===== config.mk =====
export PLATFORM = sky130hd
export DESIGN_NAME = input_debouncer
export DESIGN_NICKNAME = d
export VERILOG_FILES = /design/src/rtl/input_debouncer_pkg.sv /design/src/rtl/bit_synchronizer.sv /design/src/rtl/input_debouncer.sv
export SDC_FILE = /design/constraint.sdc
export NUM_CORES = 1
export LEC_CHECK = 0
export ABC_AREA = 1
export CORE_AREA = 2 2 51 53
export CTS_CLUSTER_SIZE = 14
export DETAILED_ROUTE_END_ITERATION = 10
export DIE_AREA = 0 0 53 55
export GPL_TIMING_DRIVEN = 0
export PLACE_DENSITY = 0.7
export SYNTH_ARGS = -nofsm -noshare
export SYNTH_HDL_FRONTEND = slang
export SYNTH_SLANG_ARGS = --single-unit
export TNS_END_PERCENT = 20

===== constraint.sdc =====
create_clock -name clk -period 1.3 [get_ports clk]
set_input_delay 0.26 -clock clk [delete_from_list [all_inputs] [get_ports clk]]
set_output_delay 0.26 -clock clk [all_outputs]
set_load 0.02 [all_outputs]

===== src/rtl/input_debouncer_pkg.sv =====
// -----------------------------------------------------------------------------
// input_debouncer_pkg
// Shared definitions for the input debouncer:
//   - 2-bit state encodings of the debounce FSM
//   - default qualification length (DEBOUNCE_CYCLES)
//   - small decode helpers for the FSM outputs
// -----------------------------------------------------------------------------
package input_debouncer_pkg;

  localparam logic [1:0] ENC_STABLE_LO = 2'd0;
  localparam logic [1:0] ENC_WAIT_HI   = 2'd1;
  localparam logic [1:0] ENC_STABLE_HI = 2'd2;
  localparam logic [1:0] ENC_WAIT_LO   = 2'd3;

  typedef enum logic [1:0] {
    STABLE_LO = ENC_STABLE_LO,
    WAIT_HI   = ENC_WAIT_HI,
    STABLE_HI = ENC_STABLE_HI,
    WAIT_LO   = ENC_WAIT_LO
  } deb_state_t;

  localparam int DEFAULT_DEBOUNCE_CYCLES = 16;

  // Level presented on debounced_out while the FSM sits in a given state.
  function automatic logic state_level(input deb_state_t st);
    return (st == STABLE_HI) || (st == WAIT_LO);
  endfunction

  // High while a candidate transition is being qualified.
  function automatic logic state_waiting(input deb_state_t st);
    return (st == WAIT_HI) || (st == WAIT_LO);
  endfunction

endpackage


===== src/rtl/bit_synchronizer.sv =====
// -----------------------------------------------------------------------------
// bit_synchronizer
// Multi-flop synchronizer for a single asynchronous bit. Reusable for any
// asynchronous input entering the clk domain.
// Ports:
//   clk      - destination clock
//   reset_n  - asynchronous active-low reset; all flops load RESET_LEVEL
//   async_in - asynchronous input bit
//   sync_out - synchronized bit, SYNC_STAGES clk edges behind async_in
// -----------------------------------------------------------------------------
module bit_synchronizer #(
  parameter int   SYNC_STAGES = 2,
  parameter logic RESET_LEVEL = 1'b0
) (
  input  logic clk,
  input  logic reset_n,
  input  logic async_in,
  output logic sync_out
);

  logic [SYNC_STAGES-1:0] sync_r;

  // Shift the raw input through the synchronizer chain.
  always_ff @(posedge clk or negedge reset_n) begin
    if (!reset_n) begin
      sync_r <= {SYNC_STAGES{RESET_LEVEL}};
    end else begin
      sync_r <= {sync_r[SYNC_STAGES-2:0], async_in};
    end
  end

  assign sync_out = sync_r[SYNC_STAGES-1];

endmodule


===== src/rtl/input_debouncer.sv =====
// -----------------------------------------------------------------------------
// input_debouncer
// Turns a raw, asynchronous, bouncy input into a clean clk-synchronous level.
// noisy_in is synchronized, then a 4-state FSM accepts a new level only after
// DEBOUNCE_CYCLES consecutive identical synchronized samples. Aborted
// qualifications are counted in a saturating diagnostic counter.
// Ports:
//   clk           - system clock
//   reset_n       - asynchronous active-low reset
//   noisy_in      - raw asynchronous input
//   glitch_clr    - synchronous clear of glitch_count (wins over an increment)
//   debounced_out - clean registered level, feeds the edge-detection stage
//   settling      - registered, high while a candidate transition is qualified
//   glitch_count  - saturating count of aborted transitions
// -----------------------------------------------------------------------------
module input_debouncer
  import input_debouncer_pkg::*;
#(
  parameter int   SYNC_STAGES     = 2,
  parameter int   DEBOUNCE_CYCLES = DEFAULT_DEBOUNCE_CYCLES,
  parameter int   CNT_W           = 8,
  parameter int   GLITCH_W        = 8,
  parameter logic RESET_LEVEL     = 1'b0
) (
  input  logic                clk,
  input  logic                reset_n,
  input  logic                noisy_in,
  input  logic                glitch_clr,
  output logic                debounced_out,
  output logic                settling,
  output logic [GLITCH_W-1:0] glitch_count
);

  localparam deb_state_t          RESET_STATE = RESET_LEVEL ? STABLE_HI : STABLE_LO;
  localparam logic [CNT_W-1:0]    CNT_ZERO    = {CNT_W{1'b0}};
  localparam logic [CNT_W-1:0]    CNT_ONE     = CNT_W'(1);
  localparam logic [CNT_W-1:0]    CNT_LAST    = CNT_W'(DEBOUNCE_CYCLES - 1);
  localparam logic [GLITCH_W-1:0] GLITCH_ZERO = {GLITCH_W{1'b0}};
  localparam logic [GLITCH_W-1:0] GLITCH_ONE  = GLITCH_W'(1);
  localparam logic [GLITCH_W-1:0] GLITCH_MAX  = {GLITCH_W{1'b1}};
  // With a one-sample qualification the WAIT states are skipped entirely.
  localparam logic                ACCEPT_NOW  = (DEBOUNCE_CYCLES == 1);

  logic             sync_in_s;
  logic             glitch_s;
  deb_state_t       state_r;
  logic [CNT_W-1:0] cnt_r;

  bit_synchronizer #(
    .SYNC_STAGES (SYNC_STAGES),
    .RESET_LEVEL (RESET_LEVEL)
  ) u_sync (
    .clk      (clk),
    .reset_n  (reset_n),
    .async_in (noisy_in),
    .sync_out (sync_in_s)
  );

  // A qualification aborts when the synchronized input falls back to the old
  // level; this includes the final counting sample.
  assign glitch_s = ((state_r == WAIT_HI) && !sync_in_s) ||
                    ((state_r == WAIT_LO) &&  sync_in_s);

  // Debounce FSM; outputs are loaded with the decode of the state being entered
  // so they are registered and aligned with state_r.
  always_ff @(posedge clk or negedge reset_n) begin
    if (!reset_n) begin
      state_r       <= RESET_STATE;
      cnt_r         <= CNT_ZERO;
      debounced_out <= RESET_LEVEL;
      settling      <= 1'b0;
    end else begin
      case (state_r)
        STABLE_LO: begin
          if (sync_in_s && ACCEPT_NOW) begin
            state_r       <= STABLE_HI;
            cnt_r         <= CNT_ZERO;
            debounced_out <= state_level(STABLE_HI);
            settling      <= state_waiting(STABLE_HI);
          end else if (sync_in_s) begin
            state_r       <= WAIT_HI;
            cnt_r         <= CNT_ONE;
            debounced_out <= state_level(WAIT_HI);
            settling      <= state_waiting(WAIT_HI);
          end else begin
            state_r       <= STABLE_LO;
            cnt_r         <= CNT_ZERO;
            debounced_out <= state_level(STABLE_LO);
            settling      <= state_waiting(STABLE_LO);
          end
        end
        WAIT_HI: begin
          if (sync_in_s && (cnt_r == CNT_LAST)) begin
            state_r       <= STABLE_HI;
            cnt_r         <= CNT_ZERO;
            debounced_out <= state_level(STABLE_HI);
            settling      <= state_waiting(STABLE_HI);
          end else if (sync_in_s) begin
            state_r       <= WAIT_HI;
            cnt_r         <= cnt_r + CNT_ONE;
            debounced_out <= state_level(WAIT_HI);
            settling      <= state_waiting(WAIT_HI);
          end else begin
            state_r       <= STABLE_LO;
            cnt_r         <= CNT_ZERO;
            debounced_out <= state_level(STABLE_LO);
            settling      <= state_waiting(STABLE_LO);
          end
        end
        STABLE_HI: begin
          if (!sync_in_s && ACCEPT_NOW) begin
            state_r       <= STABLE_LO;
            cnt_r         <= CNT_ZERO;
            debounced_out <= state_level(STABLE_LO);
            settling      <= state_waiting(STABLE_LO);
          end else if (!sync_in_s) begin
            state_r       <= WAIT_LO;
            cnt_r         <= CNT_ONE;
            debounced_out <= state_level(WAIT_LO);
            settling      <= state_waiting(WAIT_LO);
          end else begin
            state_r       <= STABLE_HI;
            cnt_r         <= CNT_ZERO;
            debounced_out <= state_level(STABLE_HI);
            settling      <= state_waiting(STABLE_HI);
          end
        end
        WAIT_LO: begin
          if (!sync_in_s && (cnt_r == CNT_LAST)) begin
            state_r       <= STABLE_LO;
            cnt_r         <= CNT_ZERO;
            debounced_out <= state_level(STABLE_LO);
            settling      <= state_waiting(STABLE_LO);
          end else if (!sync_in_s) begin
            state_r       <= WAIT_LO;
            cnt_r         <= cnt_r + CNT_ONE;
            debounced_out <= state_level(WAIT_LO);
            settling      <= state_waiting(WAIT_LO);
          end else begin
            state_r       <= STABLE_HI;
            cnt_r         <= CNT_ZERO;
            debounced_out <= state_level(STABLE_HI);
            settling      <= state_waiting(STABLE_HI);
          end
        end
        default: begin
          state_r       <= RESET_STATE;
          cnt_r         <= CNT_ZERO;
          debounced_out <= RESET_LEVEL;
          settling      <= 1'b0;
        end
      endcase
    end
  end

  // Saturating glitch counter; a clear in the same cycle as a glitch wins.
  always_ff @(posedge clk or negedge reset_n) begin
    if (!reset_n) begin
      glitch_count <= GLITCH_ZERO;
    end else if (glitch_clr) begin
      glitch_count <= GLITCH_ZERO;
    end else if (glitch_s && (glitch_count != GLITCH_MAX)) begin
      glitch_count <= glitch_count + GLITCH_ONE;
    end else begin
      glitch_count <= glitch_count;
    end
  end

endmodule


==> results.txt <==
----------------------------------------------------
[Run status]
  Outcome ... finished with violations
  Violations in the final reports ... negative setup slack

[STA]
  Count of endpoints failing hold in the final timing report ... 0
  Fin worst setup slack ... -7.742 ps
  Setup repair after global routing missed its margin ... yes
  Pin slew with the least headroom to its limit ... a little under 900 ps
  Clock period minus worst slack ... 1308 ps
  Setup TNS ... -7.742 ps
  Fmax ... between 700 and 800 MHz
  Number of endpoints failing setup at the final stage ... 1
  Worst slew margin relative to its limit ... roughly two fifths
  Worst Clk Skew ... about 4.5 ps
  Period utilization ... 100.6%
  Hold_ws ... 365.1 ps
  Number of pins exceeding their max-slew limit in the final report ... 0

[Routing]
  Final routed wirelength across all metal layers ... around 2200 µm
  Per-cell routed wire length ... about 12 µm
  DRC Markers ... 0
  Post-DRT Antenna Nets ... 0
  Iteration-0 DRC Markers ... 16
  Per-cell via count in the routed design ... 5.026
  DR pass1 iterations ... 4
  Total number of vias ... between 900 and 1k

[Logic synthesis]
  Portion of the post-synthesis area used by sequential elements ... 46.78%
  Largest family of logic cells by synthesized area ... simple AND/OR/NAND/NOR gates
  Share of synthesized cell area in full adder, half adder and majority cells ... 2.339%
  Post-synthesis mux area share ... 0%
  Basic-gate share of the synthesized area counting and, or, nand and nor cells ... 36.73%
  Number of flip-flops and latches in the synthesized netlist ... 20
  Count of flip-flops with a built-in enable after synthesis ... 0
  Net count after synthesis ... approximately 140
  Async SR Flop Fraction ... 100.0%
  Post-synthesis cell area ... 1070 µm²
  Count of warnings emitted by yosys ... 0
  Gate count of the mapped netlist ... between 100 and 150
  Largest area contributor in the netlist ... dfrtp_1
  Synthesized-area fraction occupied by xor and xnor cells ... approximately 3.3%
  Leading post-synthesis cells by cell area ... dfrtp_1, nand2_1, nor2_1
  Netlist cell types ... 24
  Complex-gate fraction of the synthesized area ... roughly 4.8%
  Synth top area share ... between 40% and 50%
  Most used DFF post-synth ... dfrtp_1
  Syn avg cell area ... about 8.1 µm²

[Placement]
  Placement-stage worst setup slack ... -185.7 ps
  Detailed Place HPWL ... 1501 µm
  I/O Buffers ... 13
  Gp weighted congestion ... 0.7838
  Total placed instance area ... 1242 µm²

[Setup path]
  Critical Path AT ... 1520 ps
  Max incr delay on CP ... around 460 ps
  Crit path max-delay cell type ... dfrtp_2
  Req. time, crit path ... ~1500 ps
  Logic depth of the worst register-to-register path ... 9
  Top cell by count, worst path ... nand2_4
  Internal reg-to-reg setup slack ... -8 ps
  Critical path start-end classification ... reg2reg
  Max FO, Critical Path ... 6
  Setup crit start kind ... flop
  Crit Reg-Reg Endpoint ... glitch_count[6]$_DFFE_PN0P_
  Critical path cell sequence ... ha_4 -> nand2_4 -> nor2_4 -> nand2_2 -> nand2_4 -> nand2_4 -> clkinv_4 -> nand2_2 -> nand2_1
  Reg2Reg Launch Point ... glitch_count[1]$_DFFE_PN0P_
  Critical path capture point type ... flop

[Global route]
  Overall overflow remaining after global route ... 0
  Via count of the first global-routing pass ... roughly 900
  First-pass GRT wire length ... approximately 3600 µm
  Initial antenna violation count ... 0
  GRT Total Usage ... 17.58%
  Maximum number of pins on one net before global-route repair ... 21

[Power]
  Combinational Power Share ... between 10% and 20%
  Power Internal ... 1.042 mW
  Total power ... around 1.4 mW
  Total power per unit cell area ... roughly 1000 nW/µm²
  Leakage ... 0.6610 nW
  Clock Power Share ... a little under two fifths
  Largest voltage drop on the vdd net ... around 0.00076 V
  NetSw ... 0.3450 mW
  Flop pwr share ... 49.1%
  Fraction of power spent switching nets ... 24.88%

[Layout]
  Sequential cell area in the final layout ... ~500 µm²
  Most used cells in the layout excluding fill and tap cells ... nand2_1, nor2_1, dfrtp_1
  Post-Layout Inst Area ... roughly 1400 µm²
  Number of nets in the final layout ... roughly 170
  Filler cell count in the final layout ... 217
  Synth-to-layout area growth ... 29.36%
  Fraction of final layout cells sized beyond drive strength 1 ... 34.59%
  Footprint of the multi-input gates ... approximately 560 µm²
  Count of inserted antenna diode cells ... 0
  Commonest non-fill, non-tap cell in the layout ... nand2_1

[CTS]
  Number of H-tree levels ... 1
  Worst-case clock buffer depth ... 2
  Post-CTS clock slew at the launch and capture registers of the worst setup and hold paths ... 120 ps
  Number of CTS-inserted buffers ... 3
  Clock Sink Count ... 20
  CTS tree ... built
  Hold bufs inserted after CTS ... 0
  Root buffer cell ... clkbuf_4
  Clk_lat worst skew ... between 300 and 400 ps

[Hold path]
  Worst Hold Endpoint ... u_sync.sync_r[1]$_DFF_PN0_
  Class of the tightest hold or removal check ... reg2reg
  Launch instance of the worst min-delay path ... u_sync.sync_r[0]$_DFF_PN0_
  Count of cells along the worst hold path ... 0

[Floorplanning]
  Die Area ... a little under 3000 µm²
  Die Height ... 55 µm
  Ports ... 14
  Starting Density ... between 40% and 50%
  Standard-cell row count ... 18
  Die width ... about 53 µm
  Area inside the core boundary ... ~2400 µm²

[Flow run]
  Max cap viols ... 0

----------------------------------------------------
## timing repair
item | in CTS | in global routing
buffers inserted | 5 | 5
resized for setup | 39 | 16
pin swaps | 0 | 4
endpoints found under the hold margin | 0 | 0
setup endpoints to repair | 19 | 20
## cell type report
type                            count  share of cell area [%]
Tap cell                           30                   2.712
Inverter                           16                   4.702
Clock buffer                        3                   1.627
Sequential cell                    20                   36.89
Clock inverter                      1                   2.170
Multi-Input combinational cell     96                   40.23
Timing Repair Buffer               23                   11.66
## synth_stat cells, types with 2 or more instances
cell type   n
nand2_4     2
o21ai_1     3
nand2_2     3
inv_2       2
nor2_2      3
nand3_1     9
xor2_1      3
ha_1        2
nand2_1    38
nor2_1     17
nand4_1     7
inv_1      12
dfrtp_1    20
## registers in the layout (all words and copies together), names as in the netlist
signal         cells
cnt_r              8
debounced_out      1
glitch_count       8
state_r            1
u_sync.sync_r      2
## layer usage
layer  share of wire, %  routed length [µm]  track usage, %  vias up
met5                  0                   0               0        -
met4                2.9                  63           11.97        0
met3                4.1                  91           3.763        5
met2                 51                1132           31.87       23
met1                 42                 916           18.32      449
li1                   -                   -               -      473
## cells by family after synthesis
logic type,after synthesis
AND/OR/NAND/NOR,83
AO/OA/AOI/OAI,7
flip-flops,20
buffers and inverters,16
XOR/XNOR,4
adder cells (fa/ha/maj),2
## worst max-delay path by stage
stage / end / startpoint
final: glitch_count[6]$_DFFE_PN0P_ / glitch_count[1]$_DFFE_PN0P_
after global placement: glitch_count[5]$_DFFE_PN0P_ / glitch_clr
after global routing: glitch_count[6]$_DFFE_PN0P_ / glitch_count[1]$_DFFE_PN0P_
after floorplan: glitch_count[2]$_DFFE_PN0P_ / glitch_count[0]$_DFFE_PN0P_
after CTS: glitch_count[6]$_DFFE_PN0P_ / glitch_count[0]$_DFFE_PN0P_
after detailed placement: glitch_count[2]$_DFFE_PN0P_ / glitch_clr
## critical path: cells and delay by family, from the launching register on
kind                       cells  cell delay (ps)
buffers and inverters          1               90
and+or+nand+nor                7              470
adders and majority gates      1              190
DFF                            1              460
## power by group through the flow
stage / Sequential (mW) / Clock, mW / Combinational [mW]
after global placement: 0.685 / 0 / 0.157
final: 0.681 / 0.520 / 0.186
after floorplan: 0.697 / 0 / 0.0808
after global routing: 0.685 / 0.555 / 0.213
after detailed placement: 0.687 / 0 / 0.159
after CTS: 0.678 / 0.525 / 0.165
## through the flow
stage,std cells,util (%)
after floorplan,132,-
after global placement,175,52.54
after detailed placement,175,52.54
after CTS,184,56.83
after global routing,189,58.52
final,189,58.52
(Power assumes the default switching activity.)
